### config.mk
export PLATFORM = sky130hd
export DESIGN_NAME = retire_monitor
export DESIGN_NICKNAME = d
export VERILOG_FILES = /design/src/rtl/retire_monitor.sv
export SDC_FILE = /design/constraint.sdc
export NUM_CORES = 1
export LEC_CHECK = 0
export CAP_MARGIN = 30
export CORE_MARGIN = 2
export CORE_UTILIZATION = 54
export CTS_BUF_LIST = sky130_fd_sc_hd__clkbuf_2 sky130_fd_sc_hd__clkbuf_4 sky130_fd_sc_hd__clkbuf_8
export CTS_CLUSTER_SIZE = 25
export DETAILED_ROUTE_END_ITERATION = 7
export PLACE_DENSITY = 0.85
export SKIP_LAST_GASP = 1
export SLEW_MARGIN = 15
export SYNTH_ARGS = -nofsm -noshare
export SYNTH_HDL_FRONTEND = slang
export SYNTH_SLANG_ARGS = --single-unit
### constraint.sdc
create_clock -name clk_i -period 7.5 [get_ports clk_i]
set_input_delay 1.125 -clock clk_i [delete_from_list [all_inputs] [get_ports clk_i]]
set_output_delay 1.125 -clock clk_i [all_outputs]
set_load 0.01 [all_outputs]
### src/rtl/retire_monitor.sv
// ---------------------------------------------------------------------------
// retire_monitor
//
// Run monitor for the pipelined CPU. It watches the WB-stage retirement
// stream, counts retired instructions and cycles spent running, and decides
// when a run is over. A run ends when the retired count hits a target, when
// a chosen end PC retires, or when retirement stalls for too long. The last
// TRACE_DEPTH retirements are kept in a ring buffer. Benches or a debug port
// can read them back, most recent first.
//
// Ports:
//   clk_i             system clock, rising edge
//   rst_ni            asynchronous active-low reset
//   arm_i             one-cycle pulse: clear counters/trace and start a run
//   inst_target_i     retired count that ends the run (0 = disabled)
//   retire_valid_i    an instruction retires this cycle
//   retire_pc_i       PC of the retiring instruction
//   retire_rf_we_i    retiring instruction writes the register file
//   retire_rf_addr_i  destination register
//   retire_rf_data_i  writeback data
//   rd_idx_i          trace read index, 0 = most recent entry
//   running_o         monitor is in RUN
//   done_o            run ended on target count or end PC
//   timeout_o         run ended on a retirement stall
//   retired_count_o   instructions retired since arm
//   cycle_count_o     cycles spent in RUN since arm
//   rd_valid_o        registered: entry at rd_idx_i exists
//   rd_pc_o           registered trace PC
//   rd_rf_we_o        registered trace write-enable
//   rd_rf_addr_o      registered trace destination register
//   rd_rf_data_o      registered trace writeback data
// ---------------------------------------------------------------------------
module retire_monitor #(
    parameter int unsigned CNT_W       = 16,
    parameter int unsigned TRACE_DEPTH = 8,
    parameter int unsigned STALL_LIMIT = 64,
    parameter logic [31:0] END_PC      = 32'hFFFF_FFFC
) (
    input  logic                           clk_i,
    input  logic                           rst_ni,
    input  logic                           arm_i,
    input  logic [CNT_W-1:0]               inst_target_i,
    input  logic                           retire_valid_i,
    input  logic [31:0]                    retire_pc_i,
    input  logic                           retire_rf_we_i,
    input  logic [4:0]                     retire_rf_addr_i,
    input  logic [31:0]                    retire_rf_data_i,
    input  logic [$clog2(TRACE_DEPTH)-1:0] rd_idx_i,
    output logic                           running_o,
    output logic                           done_o,
    output logic                           timeout_o,
    output logic [CNT_W-1:0]               retired_count_o,
    output logic [CNT_W-1:0]               cycle_count_o,
    output logic                           rd_valid_o,
    output logic [31:0]                    rd_pc_o,
    output logic                           rd_rf_we_o,
    output logic [4:0]                     rd_rf_addr_o,
    output logic [31:0]                    rd_rf_data_o
);

    localparam int unsigned IDX_W   = $clog2(TRACE_DEPTH);
    localparam int unsigned FILL_W  = $clog2(TRACE_DEPTH + 1);
    localparam int unsigned STALL_W = $clog2(STALL_LIMIT + 1);

    typedef enum logic [1:0] {
        S_IDLE,
        S_RUN,
        S_DONE,
        S_TIMEOUT
    } state_t;

    state_t             state_q, state_d;
    logic [CNT_W-1:0]   retired_q, retired_d;
    logic [CNT_W-1:0]   cycle_q, cycle_d;
    logic [STALL_W-1:0] stall_q, stall_d;
    logic [IDX_W-1:0]   wr_ptr_q, wr_ptr_d;
    logic [FILL_W-1:0]  fill_q, fill_d;
    logic               trace_we;

    logic [31:0]        trace_pc   [TRACE_DEPTH];
    logic               trace_we_r [TRACE_DEPTH];
    logic [4:0]         trace_addr [TRACE_DEPTH];
    logic [31:0]        trace_data [TRACE_DEPTH];

    logic [IDX_W-1:0]   rd_slot;
    logic               rd_hit;

    logic               rd_valid_q;
    logic [31:0]        rd_pc_q;
    logic               rd_rf_we_q;
    logic [4:0]         rd_rf_addr_q;
    logic [31:0]        rd_rf_data_q;

    // Next-state logic. Termination checks look at the post-update counters,
    // so a run that reaches its target on this retirement stops at this edge.
    always_comb begin
        state_d   = state_q;
        retired_d = retired_q;
        cycle_d   = cycle_q;
        stall_d   = stall_q;
        wr_ptr_d  = wr_ptr_q;
        fill_d    = fill_q;
        trace_we  = 1'b0;

        if (arm_i) begin
            // Arm restarts from any state; a same-cycle retirement is dropped.
            state_d   = S_RUN;
            retired_d = '0;
            cycle_d   = '0;
            stall_d   = '0;
            wr_ptr_d  = '0;
            fill_d    = '0;
        end else if (state_q == S_RUN) begin
            if (cycle_q != '1) begin
                cycle_d = cycle_q + 1'b1;
            end

            if (retire_valid_i) begin
                trace_we = 1'b1;
                wr_ptr_d = wr_ptr_q + 1'b1;
                stall_d  = '0;
                if (fill_q != FILL_W'(TRACE_DEPTH)) begin
                    fill_d = fill_q + 1'b1;
                end
                if (retired_q != '1) begin
                    retired_d = retired_q + 1'b1;
                end
            end else begin
                stall_d = stall_q + 1'b1;
            end

            if (retire_valid_i && (retire_pc_i == END_PC)) begin
                state_d = S_DONE;
            end else if ((inst_target_i != '0) && (retired_d == inst_target_i)) begin
                state_d = S_DONE;
            end else if (stall_d == STALL_W'(STALL_LIMIT)) begin
                state_d = S_TIMEOUT;
            end
        end
    end

    // State, counters and status flags. The flags are registered alongside
    // the state so nothing on retire_* reaches them combinationally.
    always_ff @(posedge clk_i or negedge rst_ni) begin
        if (!rst_ni) begin
            state_q   <= S_IDLE;
            retired_q <= '0;
            cycle_q   <= '0;
            stall_q   <= '0;
            wr_ptr_q  <= '0;
            fill_q    <= '0;
            running_o <= 1'b0;
            done_o    <= 1'b0;
            timeout_o <= 1'b0;
        end else begin
            state_q   <= state_d;
            retired_q <= retired_d;
            cycle_q   <= cycle_d;
            stall_q   <= stall_d;
            wr_ptr_q  <= wr_ptr_d;
            fill_q    <= fill_d;
            running_o <= (state_d == S_RUN);
            done_o    <= (state_d == S_DONE);
            timeout_o <= (state_d == S_TIMEOUT);
        end
    end

    // Trace storage needs no reset: the fill count alone decides which
    // slots may be reported.
    always_ff @(posedge clk_i) begin
        if (trace_we) begin
            trace_pc[wr_ptr_q]   <= retire_pc_i;
            trace_we_r[wr_ptr_q] <= retire_rf_we_i;
            trace_addr[wr_ptr_q] <= retire_rf_addr_i;
            trace_data[wr_ptr_q] <= retire_rf_data_i;
        end
    end

    // Index 0 is the slot just behind the write pointer. The pointer is a
    // power-of-two width, so the subtraction wraps modulo the depth.
    assign rd_slot = wr_ptr_q - IDX_W'(1) - rd_idx_i;
    assign rd_hit  = (FILL_W'(rd_idx_i) < fill_q);

    // Readback register. It samples the pre-write storage, so a read in a
    // retiring cycle still shows the previous most-recent entry.
    always_ff @(posedge clk_i or negedge rst_ni) begin
        if (!rst_ni) begin
            rd_valid_q   <= 1'b0;
            rd_pc_q      <= '0;
            rd_rf_we_q   <= 1'b0;
            rd_rf_addr_q <= '0;
            rd_rf_data_q <= '0;
        end else begin
            rd_valid_q   <= rd_hit;
            rd_pc_q      <= rd_hit ? trace_pc[rd_slot]   : '0;
            rd_rf_we_q   <= rd_hit ? trace_we_r[rd_slot] : 1'b0;
            rd_rf_addr_q <= rd_hit ? trace_addr[rd_slot] : '0;
            rd_rf_data_q <= rd_hit ? trace_data[rd_slot] : '0;
        end
    end

    assign retired_count_o = retired_q;
    assign cycle_count_o   = cycle_q;
    assign rd_valid_o      = rd_valid_q;
    assign rd_pc_o         = rd_pc_q;
    assign rd_rf_we_o      = rd_rf_we_q;
    assign rd_rf_addr_o    = rd_rf_addr_q;
    assign rd_rf_data_o    = rd_rf_data_q;

endmodule

# [Yosys cells after proc, flatten, opt, wreduce, memory -nomap -nowiden]
# Memories as Yosys holds them, arrays and structs flattened.
# Index checks and enable logic that the tools add are counted.
[op_classes] shift=0 n_lt_le_gt_ge=1 muxes=35 bitwise=0 n_div=0 n_reduce_logical=10 mul=0 n_eq_ne=10 addsub=7
[ops] op="$mux W16" n=9
[ops] op="$mux W32" n=2
[ops] op="$mux W7" n=5
[ops] op="$add A16 B1 Y16 const B" n=2
[ops] op="$eq A32 B32 Y1 const B" n=1
[ops] op="$ne A16 B16 Y1 const B" n=2
[ops] op="$eq A16 B16 Y1" n=1
[ops] op="$mux W4" n=4
[ops] op="$reduce_bool A16 Y1" n=1
[ops] op="$mux W2" n=5
[ops] op="$mux W3" n=3
[ops] op="$reduce_bool A2 Y1" n=4
[ops] op="$add A7 B1 Y7 const B" n=1
[ops] op="$eq A7 B7 Y1 const B" n=1
[ops] op="$mux W1" n=6
[ops] op="$mux W5" n=1
[ops] op="$add A4 B1 Y4 const B" n=1
[ops] op="$eq A2 B1 Y1 const B" n=2
[ops] op="$eq A2 B2 Y1 const B" n=2
[ops] op="$lt A3 B4 Y1" n=1
[ops] op="$ne A4 B4 Y1 const B" n=1
[ops] op="$reduce_and A2 Y1" n=2
[ops] op="$add A3 B1 Y3 const B" n=1
[ops] op="$reduce_and A3 Y1" n=1
[ops] op="other kinds (3)" n=4
[totals] romBits=0 inputBits=93 mem_bits_rw=560 output_inout_bits=106 n_memories=4 reg_bits=122 latch_bits=0
[mem_list] memory="trace_data" words=8 word_bits=32 rd=1 rd_clocked_by_memory_dff=0 write_ports=1 line_no="83" rtl="logic [31:0] trace_data [TRACE_DEPTH];"
[mem_list] memory="trace_pc" words=8 word_bits=32 rd=1 rd_clocked_by_memory_dff=0 write_ports=1 line_no="80" rtl="logic [31:0] trace_pc [TRACE_DEPTH];"
[mem_list] memory="trace_addr" words=8 word_bits=5 rd=1 rd_clocked_by_memory_dff=0 write_ports=1 line_no="82" rtl="logic [4:0] trace_addr [TRACE_DEPTH];"
[mem_list] memory="trace_we_r" words=8 word_bits=1 rd=1 rd_clocked_by_memory_dff=0 write_ports=1 line_no="81" rtl="logic trace_we_r [TRACE_DEPTH];"

# [Logic depth before layout (Yosys ltp)]
# Gate-level depths: netlist of the first run.
[depth] word_depth=12 ltp_mapped=10 ltp_nobuf=8

# [Least setup slack after synthesis of the first run]
# Ideal clock, no wire load.
[synth_timing] path_kind="input to register" startpoint="input retire_valid_i" endpoint="memory trace_addr[0][0] (enable)" path_buffers=2 arrival_time_ns=6.900 t_required_ns=6.916 setup_slack_ns=0.016 cell_stages=5 cell_sequence="clkbuf_1 clkbuf_1 nand2_1 or3_1 nor3_1"
[synth_between] elab_chain_cells=5
[synth_lines] element="from (decl)" line_no="43" rtl="input logic retire_valid_i,"
[synth_lines] element="$mux W1" line_no="118" rtl="if (retire_valid_i) begin"
[synth_lines] element="$mux W1" line_no="113" rtl="end else if (state_q == S_RUN) begin"
[synth_lines] element="$mux W1" line_no="105" rtl="if (arm_i) begin"
[synth_lines] element="$mux W1" line_no="171" rtl="if (trace_we) begin"
[synth_lines] element="$mux W1 (implied by the code)" line_no="174" rtl="trace_addr[wr_ptr_q] <= retire_rf_addr_i;"
[synth_lines] element="to (decl)" line_no="82"
# Every way passes these cells.

# [Worst setup path after layout of the first run]
[layout_timing] startpoint="input retire_valid_i" endpoint="register state_q[0]"
[layout_between] elab_chain_cells=9
[layout_lines] element="$mux W16 / $mux W7 (equally long branches)" line_no="118"
[layout_lines] element="$mux W16 / $mux W7 (equally long branches)" line_no="113"
[layout_lines] element="$mux W16 / $mux W7 (equally long branches)" line_no="105"
[layout_lines] element="$eq A16 B16 Y1 / $eq A7 B7 Y1 (equally long branches)" line_no="134, 136"
[layout_lines] element="$logic_and A1 B1 Y1 / $mux W2 (equally long branches)" line_no="134, 136"
[layout_lines] element="$mux W2" line_no="134" rtl="end else if ((inst_target_i != '0) && (retired_d == inst_target_i)) begin"
[layout_lines] element="$mux W2 (*)" line_no="132" rtl="if (retire_valid_i && (retire_pc_i == END_PC)) begin"
[layout_lines] element="$mux W2 (*)" line_no="113"
[layout_lines] element="$mux W2 (*)" line_no="105"
[layout_lines] element="via state_d[0]" line_no="72" rtl="state_t state_q, state_d;"
[layout_lines] element="to (signal assigned)" line_no="156" rtl="state_q <= state_d;"
[layout_lines] element="to (decl)" line_no="72"
# Mark *: on every way through the listed nets, which the timed path passes. The rest lies on a longest branch. The select of a mux whose other input is x is not followed.
# A chain may end at the register's enable or synchronous reset.

==> results.cfg, run 1 <==
[die]
initial_utilization = 0.545
placement_row_count = 81
fp.coreArea_sq_um = 48600
vert_die_dim_microns = 226
design.die.area_sq_um = 50900
die_width_microns = 226
ioPinCount = 199

[worst_hold_path]
min-delay-path-class = input pin to async pin

[timing]
unrepaired_setup_endpoints_after_global_routing = false
slew_violations = 0
relSlewSlack = 0.392
max_freq_mhz = 243
hold_viol_final = 0
worst_clock_skew_ns = 0.0229
setup_violations = 0
sum_of_negative_setup_slack_ns = 0
timing_worst_slew_pin_value_ns = 0.904
fin_crit_sh = 0.549
shortest_period_the_worst_path_allows_ns = 4.12

[cts]
clock_path_buffers = 3
clock_network_latency_to_the_later_pin_of_the_worst_skew_pair_ns = 0.69
clock_tree.htree_level_count = 3
post_cts_resize_count = 0
clk_root_buffer_cell = sky130_fd_sc_hd__clkbuf_8
clock_pin_transition_on_the_worst_setup_and_hold_timing_paths_ns = 0.06
cts.sink_count = 682
ctsHoldBuffers = 0
tritoncts = done
numCtsBuffers = 101
cts.repair_timing.setup_buffer_count = 0

[global_routing]
gr-total-overflow = 0
grt_max_degree = 75
antenna_found_initial = 5
wire_length_of_the_first_global_routing_pass_microns = 88900
grt_pass1_vias = 15100
grtUsageTotal = 0.236

[pwr]
total_switching_power_uw = 1920
clkPwrFrac = 0.376
combinationalPowerShare = 0.110
power.switching_fraction = 0.232
pwr_cell_area_nw_per_um2 = 262
vdd_ir_drop_max_mv = 0.205
power_report.internal_total_uw = 6350
p_leak_uw = 0.0108
seq_power_share = 0.514

[routing]
dr_total_vias = 14500
drtAntennaViolNets = 0
drc_viols = 0
avgRoutedWirePerCell_microns = 24.2
totalWireLength_microns = 59000
detailedRoute.firstIterationViolations = 1610
viasPerCell = 5.97
drt-pass1-iter-count = 5

[place]
buffers_on_ports = 198
hpwlAfterDp_microns = 32100
finalWeightedCongestion = 0.916
place.detailed.instances = 2245

[final_layout]
layout-area-overhead-vs-synth_pct = 19.0
most-common-layout-cells = sky130_fd_sc_hd__edfxtp_1, sky130_fd_sc_hd__clkdlybuf4s50_1, sky130_fd_sc_hd__nand2_1
drive_gt1_frac = 0.207
fill_cells = 3209
instances_no_fill = 2438
final_common_cell = sky130_fd_sc_hd__edfxtp_1
layout.nets = 1829

[logic_synthesis]
post_synth_num_cell_types = 61
synth_xor_area_frac = 0.0184
post_synth_fa_ha_maj_area_fraction = 0.00500
synthCells = 1474
syn-mean-instance-area_sq_um = 18.0
mappedNetlistNets = 1577
synth_edf_count = 560
synth_ff_type = sky130_fd_sc_hd__edfxtp_1
muxShareOfSynthArea = 0.120
postSynth.asyncResetShare = 0.179
synth.yosys.seq_area_share = 0.750
synth_compound_area_frac = 0.0288
synth.yosys.warnings = 0
main_combinational_cell_family_by_area_after_synthesis = multiplexers
yosys.area_share.simple = 0.0651
mappedNetlistArea_sq_um = 26500
postSynthRegisterBits = 682

[worst_setup_path]
crit_path_category = input pin to flip-flop
crit_path_end_kind = flip-flop
worst-endpoint-arrival_ns = 4.68
critPathLaunchType = input pin
critPathMaxFanout = 23
cp_data_required_time_ns = 8.06

[status]
outcome = completed

[job]
max_cap_viol_count = 0
## kinds of logic after synthesis
kind of cell    Yosys count
flops                   682
simple gates            367
mux                     142
compound gates          129
buf+inv                  90
xor+xnor                 54
fa+ha+maj                10
## synthesized netlist by cell type, drive strengths merged (4+ instances only)
master / count / area share
ha: 9 / 0.0042
nand2: 174 / 0.025
a311oi: 4 / 0.0016
nor4: 16 / 0.0045
o21ai: 12 / 0.0023
nand3: 14 / 0.0026
nand4: 23 / 0.0065
nor2: 78 / 0.011
xor2: 21 / 0.0069
mux4: 140 / 0.12
edfxtp: 560 / 0.63
and2: 5 / 0.0012
a21oi: 84 / 0.016
nand2b: 6 / 0.0014
nor3: 17 / 0.0032
dfrtp: 122 / 0.12
clkbuf: 58 / 0.0082
buf: 20 / 0.0033
inv: 12 / 0.0017
xnor2: 32 / 0.011
and4: 7 / 0.0023
o2111ai: 4 / 0.0013
nor2b: 5 / 0.0012
and3: 7 / 0.0018
## per-stage QoR
stage | power, uW | hold slack [ns] | util | worst slack [ns] | cell area (sq um)
floorplan | 4850 | 0.501 | - | 0.0163 | 26500
global placement | 5200 | 0.517 | 0.602 | 2.82 | 29300
detailed placement | 5240 | 0.555 | 0.604 | 2.76 | 29400
CTS | 8330 | 0.419 | 0.648 | 3.49 | 31500
global route | 8540 | 0.462 | 0.648 | 3.16 | 31500
finish | 8260 | 0.443 | 0.648 | 3.38 | 31500
## power groups by stage
stage                     Sequential, uW  Clock, uW  Combinational, uW
after floorplan                     4340          0                511
after global placement              4320          0                882
after detailed placement            4320          0                916
after CTS                           4250       3160                923
after global routing                4250       3310                981
final                               4250       3110                911
## worst paths after layout
| path | start | end | slack (ns) | cells after the start |
|---|---|---|---|---|
| min | rst_ni | retired_count_o[10] | 0.44 | 1 |
| min in group clk_i | stall_q[6] | stall_q[6] | 0.56 | 2 |
| min reg2reg | stall_q[6] | stall_q[6] | 0.56 | 2 |
| max | retire_valid_i | state_q[0] | 3.38 | 8 |
| max in group asynchronous | rst_ni | cycle_count_o[5] | 5.86 | 3 |
| max reg2reg | retired_count_o[0] | state_q[0] | 4.19 | 8 |
## routing by layer
metal / vias up / GRT usage / share of wire
li1: 6274 / - / -
met1: 7547 / 0.328 / 0.41
met2: 630 / 0.376 / 0.49
met3: 84 / 0.0554 / 0.083
met4: 8 / 0.0724 / 0.016
met5: - / 0 / 0.00063
## sequential cells by signal, indices dropped and copies added, names as in the netlist, 2 cells and up
signal           cells
cycle_count_o       16
fill_q               4
rd_pc_o             32
rd_rf_addr_o         5
rd_rf_data_o        32
retired_count_o     16
stall_q              7
state_q              2
trace_addr          40
trace_data         256
trace_pc           256
trace_we_r           8
wr_ptr_q             3
## layout make-up
type / instances / area [sq um] / area share
Sequential cell: 682 / 19900 / 0.630
Multi-Input combinational cell: 702 / 6390 / 0.203
Timing Repair Buffer: 227 / 2310 / 0.0731
Clock buffer: 158 / 1920 / 0.0608
Tap cell: 622 / 778 / 0.0247
Clock inverter: 32 / 234 / 0.00742
Inverter: 12 / 45.0 / 0.00143
Antenna cell: 3 / 7.51 / 0.000238
## worst max-delay path: stages
cell and delay, ns:
sky130_fd_sc_hd__clkdlybuf4s50_1 0.95, sky130_fd_sc_hd__nand4_1 0.49, sky130_fd_sc_hd__nor4_2 0.73, sky130_fd_sc_hd__xor2_1 0.13, sky130_fd_sc_hd__o21a_1 0.21, sky130_fd_sc_hd__a211o_1 0.25
sky130_fd_sc_hd__or4_4 0.54, sky130_fd_sc_hd__a31o_1 0.24
Note: power is estimated with default switching activity, not from simulation.
==> inputs of run 2 (changes only) <==
clock period = 3.8 ns   (was 7.5 ns; I/O delays follow)
==> run 2 against run 1 <==
Compared with the run above: non-clock buffer count increased by 21; power increased by 99%; worst hold slack got worse by 0.25 ns; sequential power increased by 97%; via count increased by 0.58%; cell area increased by 1.1%; final cell count increased by 0.86%; clock skew about the same; critical path depth decreased by 1; global-route usage increased by 0.27 points; setup slack got worse by 2.7 ns; register-to-register slack got worse by 3.5 ns.
==> results.cfg, run 2 (synthesis results as in run 1) <==
[cts]
clock_path_buffers = 3
clock_network_latency_to_the_later_pin_of_the_worst_skew_pair_ns = 0.68
cts.sink_count = 682
tritoncts = done
clk_root_buffer_cell = sky130_fd_sc_hd__clkbuf_8
clock_pin_transition_on_the_worst_setup_and_hold_timing_paths_ns = 0.06
post_cts_resize_count = 0
numCtsBuffers = 102
clock_tree.htree_level_count = 3

[global_routing]
wire_length_of_the_first_global_routing_pass_microns = 89800
antenna_found_initial = 7
global_route_met2_usage = 0.392
grt_max_degree = 71
grt_pass1_vias = 15200
use_met1 = 0.320
grtUsageTotal = 0.238
grt-busiest-layer = met2
use_met3 = 0.0561
gr-total-overflow = 0

[routing]
drt-pass1-iter-count = 5
viasPerCell = 5.95
totalWireLength_microns = 59600
drtAntennaViolNets = 0
avgRoutedWirePerCell_microns = 24.2
detailedRoute.firstIterationViolations = 1415
drc_viols = 0
dr_total_vias = 14600

[worst_setup_path]
critPathLaunchType = flip-flop
crit_path_category = flip-flop to flip-flop
slowest_delay_ns = 0.73
timing.critical_path.cells = nand4_2 > or4_1 > and3_4 > nor3_1 > o2111ai_1 > or4_4 > a31o_1
crit_path_top_delay_cell = sky130_fd_sc_hd__or4_1
crit_path_end_kind = flip-flop
critPathMaxFanout = 11
worst-endpoint-arrival_ns = 3.68
cp_data_required_time_ns = 4.36

[final_layout]
layout-area-overhead-vs-synth_pct = 20.4
layout.nets = 1851
drive_gt1_frac = 0.216
top_regs = trace_data (256), trace_pc (256), trace_addr (40)
postLayoutCoreUtil = 0.656
final_common_cell = sky130_fd_sc_hd__edfxtp_1
most-common-layout-cells = sky130_fd_sc_hd__edfxtp_1, sky130_fd_sc_hd__clkdlybuf4s50_1, sky130_fd_sc_hd__nand2_1

[die]
initial_utilization = 0.545
fp.coreArea_sq_um = 48600
die_width_microns = 226
ioPinCount = 199
vert_die_dim_microns = 226
placement_row_count = 81
design.die.area_sq_um = 50900

[timing]
relSlewSlack = 0.400
shortest_period_the_worst_path_allows_ns = 3.11
unrepaired_setup_endpoints_after_global_routing = false
max_freq_mhz = 321
slew_violations = 0
fin_crit_sh = 0.819
hold_viol_final = 0
timing_worst_slew_pin_value_ns = 0.900
setup_violations = 0
sum_of_negative_setup_slack_ns = 0
final.hold.worst_slack_ns = 0.192
worst_clock_skew_ns = 0.0232

[status]
outcome = completed

[place]
buffers_on_ports = 198
finalWeightedCongestion = 0.920
hpwlAfterDp_microns = 35000

[pwr]
vdd_ir_drop_max_mv = 0.362
pwr_cell_area_nw_per_um2 = 515
p_leak_uw = 0.0110

[job]
max_cap_viol_count = 0

[worst_hold_path]
min-delay-path-class = input pin to flip-flop
-- run 2: what timing repair did --
action                                  in CTS  in global routing
buffers inserted                             0                  0
hold buffers                                 1                  0
endpoints found under the setup margin       0                  0
endpoints found under the hold margin       42                  0
-- run 2: path summary, 6_finish.rpt --
path / from / endpoint / slack (ns) / cells after the start
min in group asynchronous: rst_ni / rd_pc_o[18] / 0.57 / 2
setup / recovery: retired_count_o[9] / state_q[0] / 0.69 / 7
hold / removal: arm_i / wr_ptr_q[1] / 0.19 / 2
setup reg to reg: retired_count_o[9] / state_q[0] / 0.69 / 7
max in group asynchronous: rst_ni / rd_rf_data_o[9] / 2.41 / 3
hold reg to reg: stall_q[6] / stall_q[6] / 0.55 / 2
-- run 2: layout make-up --
class	count	area, sq um
fillers	3158	16700
repair buffers	248	2640
inverters	12	45.0
diodes	3	7.51
well taps	622	778
clock buffers	167	2010
multi-input cells	702	6400
clock inverters	23	151
flip-flops and latches	682	19900
-- run 2: critical path: cells and delay by family (launching register included) --
kind / cells / cell delay [ns]
AND/OR/NAND/NOR: 5 / 2.01
AO/OA/AOI/OAI: 2 / 0.44
flip-flops: 1 / 0.56
-- run 2: per-stage QoR --
step	instance area [sq um]	power [uW]	instances	setup slack (ns)
2_1_floorplan	26500	9560	1474	-1.06
3_3_place_gp	29700	10400	2265	0.462
3_5_place_dp	29700	10400	2265	0.399
4_1_cts	31900	16500	2456	0.713
5_1_grt	31900	17000	2456	0.525
6_report	31900	16400	2459	0.688
-- run 2: routing by layer --
metal,up-vias,part of all wire
met5,-,0.0014
met4,14,0.019
met3,108,0.080
met2,643,0.50
met1,7546,0.40
li1,6316,-
-- run 2: power by group --
part	switching [uW]	total, uW	leakage (uW)	internal [uW]
registers	92.0	8380	0.00670	8290
logic	948	1870	0.00309	919
clock network	2700	6160	0.00117	3470
